### src/rtl/dma_bus_master.sv
// dma_bus_master: bus-initiator byte copy engine (read then write per byte) over the 6502-style system bus.
// Optional DMA_BUS_MASTER_VBLANK_SYNC_EN: after grant, hold the bus quiet until vblank_irq_B goes low.
module dma_bus_master #(
  parameter int LEN_WIDTH = 12
) (
  input  logic                 clk_12_5875,
  input  logic                 rst,
  input  logic                 start,
  input  logic [15:0]          src_address,
  input  logic [15:0]          dst_address,
  input  logic [LEN_WIDTH-1:0] length,
  output logic                 busy,
  output logic                 done,
  output logic                 bus_req,
  input  logic                 bus_grant,
  output logic [15:0]          cpu_address,
  input  logic [7:0]           data_in,
  output logic [7:0]           data_out,
  output logic                 write_enable_B,
  input  logic                 vblank_irq_B
);
`ifdef DMA_BUS_MASTER_VBLANK_SYNC_EN
  typedef enum logic [2:0] {S_IDLE, S_REQ, S_WAIT_VBL, S_READ, S_WRITE, S_DONE} state_t;
`else
  typedef enum logic [2:0] {S_IDLE, S_REQ, S_READ, S_WRITE, S_DONE} state_t;
  logic w_unused_vbl;
  assign w_unused_vbl = vblank_irq_B;
`endif
  state_t               r_state;
  logic [15:0]          r_src;
  logic [15:0]          r_dst;
  logic [LEN_WIDTH-1:0] r_len;
  logic [LEN_WIDTH-1:0] r_cnt;
  logic [7:0]           r_data;
  logic [LEN_WIDTH-1:0] w_cnt_nx;
  logic                 w_own_rd;
  logic                 w_own_wr;
  assign w_cnt_nx = r_cnt + 1'b1;
  // Losing the grant simply stalls the current phase; nothing advances until it returns.
  always_ff @(posedge clk_12_5875 or posedge rst)
    if (rst) begin
      r_state <= S_IDLE;
      r_src   <= '0;
      r_dst   <= '0;
      r_len   <= '0;
      r_cnt   <= '0;
      r_data  <= '0;
    end else begin
      case (r_state)
        S_IDLE: if (start) begin
          if (length != '0) begin
            r_src   <= src_address;
            r_dst   <= dst_address;
            r_len   <= length;
            r_cnt   <= '0;
            r_state <= S_REQ;
          end else r_state <= S_DONE;
        end
`ifdef DMA_BUS_MASTER_VBLANK_SYNC_EN
        S_REQ:      if (bus_grant) r_state <= S_WAIT_VBL;
        S_WAIT_VBL: if (!vblank_irq_B) r_state <= S_READ;
`else
        S_REQ:      if (bus_grant) r_state <= S_READ;
`endif
        S_READ: if (bus_grant) begin
          r_data  <= data_in;
          r_state <= S_WRITE;
        end
        S_WRITE: if (bus_grant) begin
          r_src   <= r_src + 16'd1;
          r_dst   <= r_dst + 16'd1;
          r_cnt   <= w_cnt_nx;
          r_state <= (w_cnt_nx == r_len) ? S_DONE : S_READ;
        end
        S_DONE:  r_state <= S_IDLE;
        default: r_state <= S_IDLE;
      endcase
    end
  assign w_own_rd       = bus_grant && (r_state == S_READ);
  assign w_own_wr       = bus_grant && (r_state == S_WRITE);
  assign cpu_address    = w_own_rd ? r_src : w_own_wr ? r_dst : 16'h0000;
  assign write_enable_B = !w_own_wr;
  assign data_out       = r_data;
  assign busy           = r_state != S_IDLE;
  assign done           = r_state == S_DONE;
  assign bus_req        = busy && !done;
endmodule

### config.mk
export PLATFORM = sky130hd
export DESIGN_NAME = dma_bus_master
export DESIGN_NICKNAME = d
export VERILOG_FILES = /design/src/rtl/dma_bus_master.sv
export SDC_FILE = /design/constraint.sdc
export NUM_CORES = 1
export LEC_CHECK = 0
export BUFFER_PORTS_ARGS = -buffer_cell sky130_fd_sc_hd__buf_2
export CELL_PAD_IN_SITES_DETAIL_PLACEMENT = 1
export CELL_PAD_IN_SITES_GLOBAL_PLACEMENT = 2
export CORE_MARGIN = 2
export CORE_UTILIZATION = 35
export CTS_CLUSTER_DIAMETER = 200
export DETAILED_ROUTE_END_ITERATION = 10
export GPL_TIMING_DRIVEN = 0
export PLACE_DENSITY_LB_ADDON = 0.1
export SYNTH_ARGS = -nofsm -noshare
export SYNTH_HDL_FRONTEND = slang
export SYNTH_SLANG_ARGS = --single-unit
### constraint.sdc
create_clock -name clk_12_5875 -period 4.4 [get_ports clk_12_5875]
set_input_delay 0.22 -clock clk_12_5875 [delete_from_list [all_inputs] [get_ports clk_12_5875]]
set_output_delay 0.22 -clock clk_12_5875 [all_outputs]
set_load 0.01 [all_outputs]
==> qor.yml <==
cts_tree: "built"
holdPathStages: 2
drv_cap: 0
grt_pass1_vias: 4038
final_util_pct: 43.21
synth_edf_count: 0
die_y_um: 109.9
synth_top_area_share_pct: 42.72
reg2reg_depth: 10
skew_ns: 0.009904
cts_sinks: 67
synthesis.nets: 513
finalCritPeriodShare_pct: 74.69
synth-seq-cells: 67
p_total_mw: 2.818
synth_top_cell_by_area: "dfrtp_1"
cp-startpoint: "r_state[0]"
yosysWarnings: 0
synth.area.top_cells: "dfrtp_1 43%, a21oi_1 6.6%, o21ai_0 6.5%"
fin_nets: 609
finalInstanceArea_sq_mm: 0.004705
pwr-share-comb_pct: 44.1
ant_nets: 0
grt_pass1_wl_mm: 21.78
endpoint_kind: "output pin"
vias: 3801
worstSkewPairLatency_ns: 0.36
layout_common_cells: "84 x buf_2, 67 x dfrtp_1, 52 x a21oi_1"
worst_slew_pin_slew_ns: 1.120
required_ns: 4.18
setup-tns-final_ns: 0
switching_share_pct: 44.23
clk_pin_slew_ns: 0.07
r2r_slack_ns: 1.61
rows: 38
post-cts-setup-buffers: 0
fmax_mhz: 304.3
first_iter_violations: 252
ir_drop_mv: 0.2856
ios: 85
post_dp_cell_area_sq_mm: 0.004546
clock_path_buffers: 2
r2r-start: "r_state[0]"
place.gp.congestion: 0.8590
crit_arrival_ns: 3.07
wire_per_inst_um: 19.76
power.switching_mw: 1.246
relSlewSlack_pct: 24.28
post-route-min-period_ns: 3.287
dpl_worst_slack_ns: 1.468
n_antenna_cell: 0
synth-async-reset-ratio_pct: 100.0
setup_viol: 0
dp_hpwl_mm: 9.913
status: "finished, final reports clean"
drt-vias-per-instance: 5.501
critPathKind: "reg -> out"
cts-buffers-inserted: 9
p_leak_nw: 2.014
htreeDepth: 3
layout-drive-gt1-share_pct: 22.69
layout_commonest_cell: "buf_2"
seq_power_share_pct: 40.0
hold_path_class: "in -> reg"
grt_setup_unrepaired: "false"
powerDensity_mw_per_mm2: 599.0
areaGrowthSynthToFinish_pct: 19.86
io_buffers: 83
setup_slack_ns: 1.113
yosysUniqueCellTypes: 48
setup.worst_path.start_class: "flop"
drv_slew: 0
netlist_area_sq_mm: 0.003925
drt-pass1-iter-count: 4
p_int_mw: 1.572
hold_violations: 0
grt_overflow_total: 0
synthesis.instances: 453
grt_antenna_before_repair: 0
drc: 0
die-area_sq_mm: 0.01208
drt_wl_total_mm: 13.65
post_synth.cell_area_avg_sq_um: 8.664
die_w_um: 109.9
design.core.area_sq_mm: 0.01089
start_util_pct: 36.05
grt_max_degree: 50
crit_fanout: 10
hp-start: "data_in[4]"
ys.flop_type: "dfrtp_1"
seq_area_frac_synth_pct: 42.72
p_clk_share_pct: 15.9
cts_root_buf: "clkbuf_8"
grt_usage_pct: 24.30
-- sequential cells by signal (all words and copies together), names as in the netlist --
signal / cells
data_out: 8
r_cnt: 12
r_dst: 16
r_len: 12
r_src: 16
r_state: 3
-- logic make-up after synthesis --
kind of cell,synth area share [%]
AOI/OAI and AO/OA,23.21
xor gates and xnor gates,3.794
adders and majority gates,0.9564
buffers and inverters,4.654
DFF,42.72
muxes,6.248
and+or+nand+nor,18.43
-- final timing paths --
kind                                   end
max                        cpu_address[14]
min                            data_out[4]
max reg2reg                      r_cnt[11]
min reg2reg                    data_out[2]
max in group asynchronous         r_dst[6]
min in group asynchronous         r_cnt[4]
-- final cells by class --
| class | count | area, sq um |
|---|---|---|
| inverter | 8 | 32.53 |
| multi-input combinational | 348 | 2066 |
| fill | 1365 | 6183 |
| tap | 140 | 175.2 |
| sequential | 67 | 1677 |
| timing repair buffer | 85 | 452.9 |
| clock buffer | 13 | 148.9 |
| buffer | 30 | 152.6 |
-- layer usage --
layer,up-vias,share of wire (%),global-route usage (%)
met4,0,0.51,6.872
li1,1837,-,-
met1,1885,44,29.77
met2,75,52,42.51
met3,4,4.0,5.572
met5,-,0,0
-- through the flow --
| stage | hold WS, ns | std cells |
|---|---|---|
| 6_report | 0.08798 | 691 |
| 5_1_grt | 0.07134 | 691 |
| 4_1_cts | 0.06407 | 691 |
| 3_5_place_dp | 0.1935 | 677 |
| 3_3_place_gp | 0.4457 | 676 |
| 2_1_floorplan | 0.3527 | 453 |
-- cell usage after synthesis (2+ instances only) --
library cell and instances:
a31oi_1 8, o21bai_1 3, clkbuf_8 2, dfrtp_1 67, o31ai_1 4, or3_1 2, xnor2_1 8, mux2i_1 2
and2_1 3, a21oi_1 52, and4_1 2, nand4_1 7, clkbuf_1 23, ha_1 3, nor4_1 4, mux2_2 20
xor2_1 9, nor2_1 41, nand3_1 25, o22ai_1 7, and3_1 4, a22o_1 17, o21ai_0 51, nand2_1 48
inv_1 8, nor3_1 9, nor4b_1 3
-- critical path: stages, from the launching register on --
cell and delay (ns):
dfrtp_1 0.36, clkbuf_1 0.19, and3b_1 0.22, o21bai_1 0.43
and2_1 0.20, clkbuf_1 0.39, clkbuf_1 0.51, a22o_1 0.26
buf_2 0.14
-- timing repair --
| action | in CTS | in global routing |
|---|---|---|
| hold buffers | 1 | 0 |
| resized for setup | 0 | 0 |
| hold endpoints to repair | 18 | 0 |
-- power by group through the flow --
stage	Sequential [mW]	Combinational, mW	Clock, mW
3_3_place_gp	1.11	1.21	0
5_1_grt	1.17	1.38	0.489
2_1_floorplan	1.05	0.837	0
3_5_place_dp	1.13	1.24	0
4_1_cts	1.12	1.25	0.466
6_report	1.13	1.24	0.448
(Power assumes the default switching activity.)
